--- src/rtl/dmem_access_unit.sv ---
`default_nettype none
// ============================================================================
// Module   : dmem_access_unit
// Purpose  : Load/store responder between the decoder's memory command word
//            and a word-organised data memory using a req/ack handshake.
//            Handles byte/half/word lanes, load extension and fault flagging.
// Options  : define DMEM_TIMEOUT_EN to enable the MEM_ACK watchdog.
// Revision : 1.0 - initial release
// ============================================================================
module dmem_access_unit #(
  parameter int ADDR_WIDTH     = 32,
  parameter int TIMEOUT_CYCLES = 255
) (
  input  logic                  CLK,
  input  logic                  RESET,
  input  logic [3:0]            DATA_MEM_READ,
  input  logic [2:0]            DATA_MEM_WRITE,
  input  logic [ADDR_WIDTH-1:0] ADDRESS,
  input  logic [31:0]           WRITE_DATA,
  output logic [31:0]           READ_DATA,
  output logic                  BUSYWAIT,
  output logic                  ACCESS_FAULT,
  output logic                  MEM_READ,
  output logic                  MEM_WRITE,
  output logic [ADDR_WIDTH-3:0] MEM_ADDRESS,
  output logic [31:0]           MEM_WRITEDATA,
  output logic [3:0]            MEM_BYTE_EN,
  input  logic [31:0]           MEM_READDATA,
  input  logic                  MEM_ACK
);

  typedef enum logic [1:0] {
    IDLE   = 2'd0,
    ACCESS = 2'd1,
    DONE   = 2'd2
  } state_t;

  state_t      state;

  logic        rd;
  logic        wr;
  logic        req;
  logic [2:0]  funct3;       // loads use funct3 directly; stores fold in as {0,size}
  logic        illegal_op;
  logic        misaligned;
  logic        req_fault;
  logic [3:0]  byte_en;
  logic [31:0] store_data;

  logic [2:0]  funct3_r;
  logic [1:0]  lane_r;
  logic [7:0]  load_byte;
  logic [15:0] load_half;
  logic [31:0] load_value;
  logic        timeout;

  // Decode the command word into size, lane enables, replicated data and fault
  always_comb begin
    rd         = DATA_MEM_READ[3];
    wr         = DATA_MEM_WRITE[2];
    req        = rd | wr;
    funct3     = rd ? DATA_MEM_READ[2:0] : {1'b0, DATA_MEM_WRITE[1:0]};
    // size 11 covers load 011/111 and store 11; 110 is the remaining hole
    illegal_op = (funct3[1:0] == 2'b11) || (funct3[2:1] == 2'b11);
    misaligned = ((funct3[1:0] == 2'b01) && ADDRESS[0]) ||
                 ((funct3[1:0] == 2'b10) && (ADDRESS[1:0] != 2'b00));
    req_fault  = (rd && wr) || illegal_op || misaligned;
    case (funct3[1:0])
      2'b00: begin
        byte_en    = 4'b0001 << ADDRESS[1:0];
        store_data = {4{WRITE_DATA[7:0]}};
      end
      2'b01: begin
        byte_en    = 4'b0011 << {ADDRESS[1], 1'b0};
        store_data = {2{WRITE_DATA[15:0]}};
      end
      default: begin
        byte_en    = 4'b1111;
        store_data = WRITE_DATA;
      end
    endcase
  end

  // Stall while a new request is being accepted and for the whole memory cycle
  assign BUSYWAIT = ((state == IDLE) && req) || (state == ACCESS);

  // Pick the addressed lane out of the returned word and extend it
  always_comb begin
    case (lane_r)
      2'd0:    load_byte = MEM_READDATA[7:0];
      2'd1:    load_byte = MEM_READDATA[15:8];
      2'd2:    load_byte = MEM_READDATA[23:16];
      default: load_byte = MEM_READDATA[31:24];
    endcase
    load_half = lane_r[1] ? MEM_READDATA[31:16] : MEM_READDATA[15:0];
    case (funct3_r)
      3'b000:  load_value = {{24{load_byte[7]}}, load_byte};
      3'b001:  load_value = {{16{load_half[15]}}, load_half};
      3'b100:  load_value = {24'd0, load_byte};
      3'b101:  load_value = {16'd0, load_half};
      default: load_value = MEM_READDATA;
    endcase
  end

`ifdef DMEM_TIMEOUT_EN
  localparam int CNT_W = ($clog2(TIMEOUT_CYCLES + 1) > 8) ? $clog2(TIMEOUT_CYCLES + 1) : 8;
  // The counter is compared one below the limit: a miss in this cycle makes it reach the limit
  localparam logic [CNT_W-1:0] CNT_LAST = CNT_W'(TIMEOUT_CYCLES - 1);

  logic [CNT_W-1:0] wait_cnt;

  // Count ACCESS cycles spent without an ack; IDLE always precedes ACCESS, so clear there
  always_ff @(posedge CLK or negedge RESET) begin
    if (!RESET) begin
      wait_cnt <= '0;
    end else if (state == IDLE) begin
      wait_cnt <= '0;
    end else if ((state == ACCESS) && !MEM_ACK) begin
      wait_cnt <= wait_cnt + CNT_W'(1);
    end
  end

  assign timeout = (wait_cnt == CNT_LAST);
`else
  logic unused_timeout_cfg;
  assign unused_timeout_cfg = (TIMEOUT_CYCLES != 0);
  assign timeout            = 1'b0;
`endif

  // Command sequencing with registered memory-side outputs and load result
  always_ff @(posedge CLK or negedge RESET) begin
    if (!RESET) begin
      state         <= IDLE;
      READ_DATA     <= '0;
      ACCESS_FAULT  <= 1'b0;
      MEM_READ      <= 1'b0;
      MEM_WRITE     <= 1'b0;
      MEM_ADDRESS   <= '0;
      MEM_WRITEDATA <= '0;
      MEM_BYTE_EN   <= '0;
      funct3_r      <= '0;
      lane_r        <= '0;
    end else begin
      case (state)
        IDLE: begin
          if (req) begin
            if (req_fault) begin
              state        <= DONE;
              ACCESS_FAULT <= 1'b1;
              if (rd) READ_DATA <= '0;
            end else begin
              state         <= ACCESS;
              MEM_READ      <= rd;
              MEM_WRITE     <= wr;
              MEM_ADDRESS   <= ADDRESS[ADDR_WIDTH-1:2];
              MEM_WRITEDATA <= store_data;
              MEM_BYTE_EN   <= byte_en;
              funct3_r      <= funct3;
              lane_r        <= ADDRESS[1:0];
            end
          end
        end
        ACCESS: begin
          // An ack in the limit cycle takes priority over the watchdog
          if (MEM_ACK) begin
            state     <= DONE;
            MEM_READ  <= 1'b0;
            MEM_WRITE <= 1'b0;
            if (MEM_READ) READ_DATA <= load_value;
          end else if (timeout) begin
            state        <= DONE;
            MEM_READ     <= 1'b0;
            MEM_WRITE    <= 1'b0;
            ACCESS_FAULT <= 1'b1;
            if (MEM_READ) READ_DATA <= '0;
          end
        end
        DONE: begin
          // The pipeline advances on this edge, so any request seen now is stale
          state        <= IDLE;
          ACCESS_FAULT <= 1'b0;
        end
        default: state <= IDLE;
      endcase
    end
  end

endmodule
`default_nettype wire

--- config.mk ---
export PLATFORM = sky130hd
export DESIGN_NAME = dmem_access_unit
export DESIGN_NICKNAME = d
export VERILOG_FILES = /design/src/rtl/dmem_access_unit.sv
export SDC_FILE = /design/constraint.sdc
export NUM_CORES = 1
export LEC_CHECK = 0
export ABC_CLOCK_PERIOD_IN_PS = 4900
export BUFFER_PORTS_ARGS = -buffer_cell sky130_fd_sc_hd__buf_2
export CORE_ASPECT_RATIO = 0.5
export CORE_MARGIN = 4
export CORE_UTILIZATION = 55
export CTS_BUF_LIST = sky130_fd_sc_hd__clkbuf_8
export DETAILED_ROUTE_END_ITERATION = 8
export GPL_TIMING_DRIVEN = 0
export PLACE_DENSITY = 0.88
export SYNTH_ARGS = -nofsm -noshare
export SYNTH_HDL_FRONTEND = slang
export SYNTH_SLANG_ARGS = --single-unit
--- constraint.sdc ---
create_clock -name CLK -period 4.9 [get_ports CLK]
set_clock_uncertainty 0.2 [all_clocks]
set_input_delay 0.98 -clock CLK [delete_from_list [all_inputs] [get_ports CLK]]
set_output_delay 0.98 -clock CLK [all_outputs]
set_load 0.05 [all_outputs]
Word level (Yosys, flattened, before mapping)
Index checks and enable logic that the tools add are counted.
{"block": "op_classes", "muxes": 26, "n_bitwise": 2, "reduce_logical": 21, "shift": 2, "n_eq_ne": 17}
{"cell": "32-bit two-way mux", "n": 5}
{"cell": "32-bit one-hot mux with 2 select lines", "n": 2}
{"cell": "32-bit one-hot mux with 4 select lines", "n": 1}
{"cell": "8-bit one-hot mux with 3 select lines", "n": 1}
{"cell": "16-bit two-way mux", "n": 1}
{"cell": "2-bit inequality test (second input constant)", "n": 6}
{"cell": "2-bit == test (second input constant)", "n": 5}
{"cell": "4-bit one-hot mux with 2 select lines", "n": 1}
{"cell": "1-bit two-way mux", "n": 7}
{"cell": "2-bit by 1-bit == test with 1-bit output (second input constant)", "n": 3}
{"cell": "3-bit == test (second input constant)", "n": 2}
{"cell": "2-bit logical NOT", "n": 3}
{"cell": "2-bit two-way mux", "n": 3}
{"cell": "1-bit one-hot mux with 2 select lines", "n": 3}
{"cell": "3-bit AND reduction", "n": 2}
{"cell": "6-bit AND reduction", "n": 1}
{"cell": "2-bit nonzero test", "n": 3}
{"cell": "1-bit logical OR", "n": 5}
{"cell": "1-bit logical AND", "n": 4}
{"cell": "2-bit one-hot mux with 2 select lines", "n": 1}
{"cell": "4-bit AND reduction", "n": 1}
{"cell": "1-bit by 2-bit << shifter with 4-bit output (first input constant)", "n": 1}
{"cell": "2-bit by 2-bit << shifter with 4-bit output (first input constant)", "n": 1}
{"cell": "3-bit by 1-bit == test with 1-bit output (second input constant)", "n": 1}
{"cell": "other kinds (5)", "n": 5}
{"block": "totals", "in_bits": 106, "word_cells": 78, "register_bits": 108}

Depth between registers and ports, before layout
{"block": "depth", "ltp_word": 8, "ltp_mapped": 6}

Worst setup path after synthesis
No wires, ideal clock.
{"block": "synth_timing", "path_type": "input-to-output", "from": "input port DATA_MEM_READ[3]", "to": "output port BUSYWAIT", "cell_stages": 3, "path_slack_ns": 1.836, "arrival_ns": 1.884, "cell_sequence": "buf_2 > nor3_1 > nor2_1"}
{"block": "synth_via", "elab_chain_len": 3}
{"element": "start: declaration", "line_no": "16", "text": "input logic [3:0] DATA_MEM_READ,"}
{"element": "1-bit bitwise OR", "line_no": "61", "text": "req = rd | wr;"}
{"element": "1-bit logical AND", "line_no": "85", "text": "assign BUSYWAIT = ((state == IDLE) && req) || (state == ACCESS);"}
{"element": "1-bit logical OR", "line_no": "85"}
{"element": "end: declaration", "line_no": "21", "text": "output logic BUSYWAIT,"}
Every way passes these cells.

Final worst setup path
Ends and elaborated chain as after synthesis.

==> out/metrics.cfg <==
[outcome]
status=completed

[worst_setup_path]
crit_path_top_delay_cell=nor3_1
arrival_ns=1.90
critical_path_buf_inv_count=3
crit_chain=buf_2, buf_2, nor3_1, nor2_1, buf_2
reg2reg_depth=5
path_class=in2out
cp_top_family=buffers and inverters
critical_path.most_common_cell=buf_2
max_stage_delay_ns=0.30
crit_required_ns=3.72
cp_max_fo=10
worstSetupStartpointType=input port
cp-end-kind=output port
path_depth=5

[yosys]
synth_area_mm2=0.00542
ys.flop_type=dfrtp_1
syn_inst=446
yosysTopAreaCell=dfrtp_1
yosysMostFrequentCell=dfrtp_1
synth_nets=552
ys.warnings.count=0
synthTopCellsByArea=dfrtp_1, mux2_2, mux2i_1
synth_edf_count=0
synth-seq-area-share_pct=49.9
synth_top_area_share_pct=49.9
ys_ff_latch=108
synthArstFlopShare_pct=100
synthTopCellsByCount=dfrtp_1, mux2_2, mux2i_1, inv_1, nor2_1
synth.distinct_cells=46
synth_area_per_cell_um2=12.2

[die]
coreArea_mm2=0.00951
fp.dieW_um=148
num_rows=25
initial_core_util_pct=57.0
ios=208
die_h_um=78.2
die_area_mm2=0.0116

[cts]
clock-sinks=108
cts.clk_slew.worst_paths_ns=0.10
post_cts_resized=0
cts_tree=done
cts-root-buf=clkbuf_8
post_cts_buffers=0
insertion_delay_ns=0.37
cts_hold_buffers=0
numCtsBuffers=9
htree_levels=3
clockBufferDepth=2

[global_route]
grt_pass1_vias=4644
grt_pass1_wl_um=23400
antenna_found_initial=0
grt.total_usage_pct=25.2
gr-total-overflow=0
grt_max_degree=74

[detailed_routing]
num_vias=4434
routed_via_density=5.51
firstDrtPassIters=4
ant_nets=0
drcViolationCount=0
drt_iter0_markers=181
wirelength_um=14400
wl_per_cell_um=17.9

[timing]
fin_crit_sh_pct=62.8
relSlewSlack_pct=38.9
fmax_mhz=325
period_minus_slack_ns=3.08
setup_violations=0
maxSlewViolCount=0
worstMarginPinSlew_ns=0.911
fin_setup_tns_ns=0
rsz0062_at_grt=no
hold_viol=0

[placed_design]
dp_hpwl_um=11000
dpl.cell_count=789
dpl_cell_area_mm2=0.00666
gp_congestion=0.906
portBuffers=207

[cells_and_area]
postLayoutCellArea_mm2=0.00683
final_layout_size_suffix_gt1_share_pct=48.7
diodes=0
area_growth_pct=25.9
nNetsFinal=771
filler_cell_count=741
fin_cells=805

[min_path]
hold_path_depth=1
hold_class=reg2reg

[power_and_ir_drop]
peakVddDrop_mv=0.509
leakagePower_nw=3.41
cellPowerDensity_mw_per_mm2=691

[run]
maxCapViolCount=0

-- per-stage QoR --
step	setup WS (ns)	power, mW	util [%]	hold WS [ns]
floorplan	1.84	3.55	-	0.298
global placement	1.41	4.16	69.7	0.261
detailed placement	1.60	4.24	70.0	0.271
CTS	1.84	4.74	71.8	0.294
global route	1.73	4.96	71.8	0.322
finish	1.82	4.71	71.8	0.297
-- cell type report --
class	count	area, µm²	area share, %
flip-flops and latches	108	2700	39.6
multi-input cells	284	2490	36.5
repair buffers	208	1070	15.6
well taps	135	169	2.47
clock buffers	10	138	2.02
plain buffers	31	138	2.02
inverters	23	86.3	1.26
clock inverters	6	32.5	0.477
-- placed cells by master, fill, tap and decap left out, drive strengths merged, types with 2 or more instances in the layout --
cell	count
nor2	20
nor2b	11
a21oi	9
nand3	7
or3	2
nor3b	6
a211oi	2
a221oi	3
clkinv	2
mux2i	39
nand2	4
clkinvlp	2
nor3	7
a22o	19
o21ai	10
and3	3
buf	225
o2111ai	7
nand2b	2
o221ai	5
nor4b	2
clkbuf	24
dfrtp	108
nand3b	3
o22ai	4
and2	2
mux2	100
inv	25
-- registers in the layout, summed over array words and instances, names as in the netlist --
register	flops
MEM_WRITEDATA	32
READ_DATA	32
MEM_ADDRESS	30
MEM_BYTE_EN	4
funct3_r	3
lane_r	2
state	2
ACCESS_FAULT	1
MEM_READ	1
MEM_WRITE	1
-- logic make-up after synthesis --
kind of cell,after synthesis,synth area share (%)
multiplexers,140,28.4
flip-flops,108,49.9
AND/OR/NAND/NOR,72,7.23
buffers and inverters,54,4.13
XOR/XNOR,1,0.162
AO/OA/AOI/OAI,71,10.2
-- path summary, 6_finish.rpt --
| path | from | end | slack [ns] |
|---|---|---|---|
| max | DATA_MEM_READ[3] | BUSYWAIT | 1.82 |
| min | READ_DATA[30]$_DFFE_PN0P_ | READ_DATA[30]$_DFFE_PN0P_ | 0.30 |
| max reg2reg | lane_r[0]$_DFFE_PN0P_ | READ_DATA[22]$_DFFE_PN0P_ | 2.38 |
| min reg2reg | READ_DATA[30]$_DFFE_PN0P_ | READ_DATA[30]$_DFFE_PN0P_ | 0.30 |
| max in group asynchronous | RESET | MEM_WRITEDATA[26]$_DFFE_PN0P_ | 3.44 |
| min in group asynchronous | RESET | READ_DATA[28]$_DFFE_PN0P_ | 0.36 |
-- where the power goes --
part           leakage, nW  switching (mW)  internal, mW
sequential            1.34           0.192          1.27
combinational         1.98            1.98         0.782
clock               0.0907           0.302         0.194
-- metal layers --
layer,part of all wire [%],track usage [%],up-vias
li1,-,-,2060
met1,41,31.3,2196
met2,50,44.7,164
met3,7.2,6.57,14
met4,0.98,5.81,0
met5,0,0,-
No activity file was read; power rests on OpenSTA's default activity.
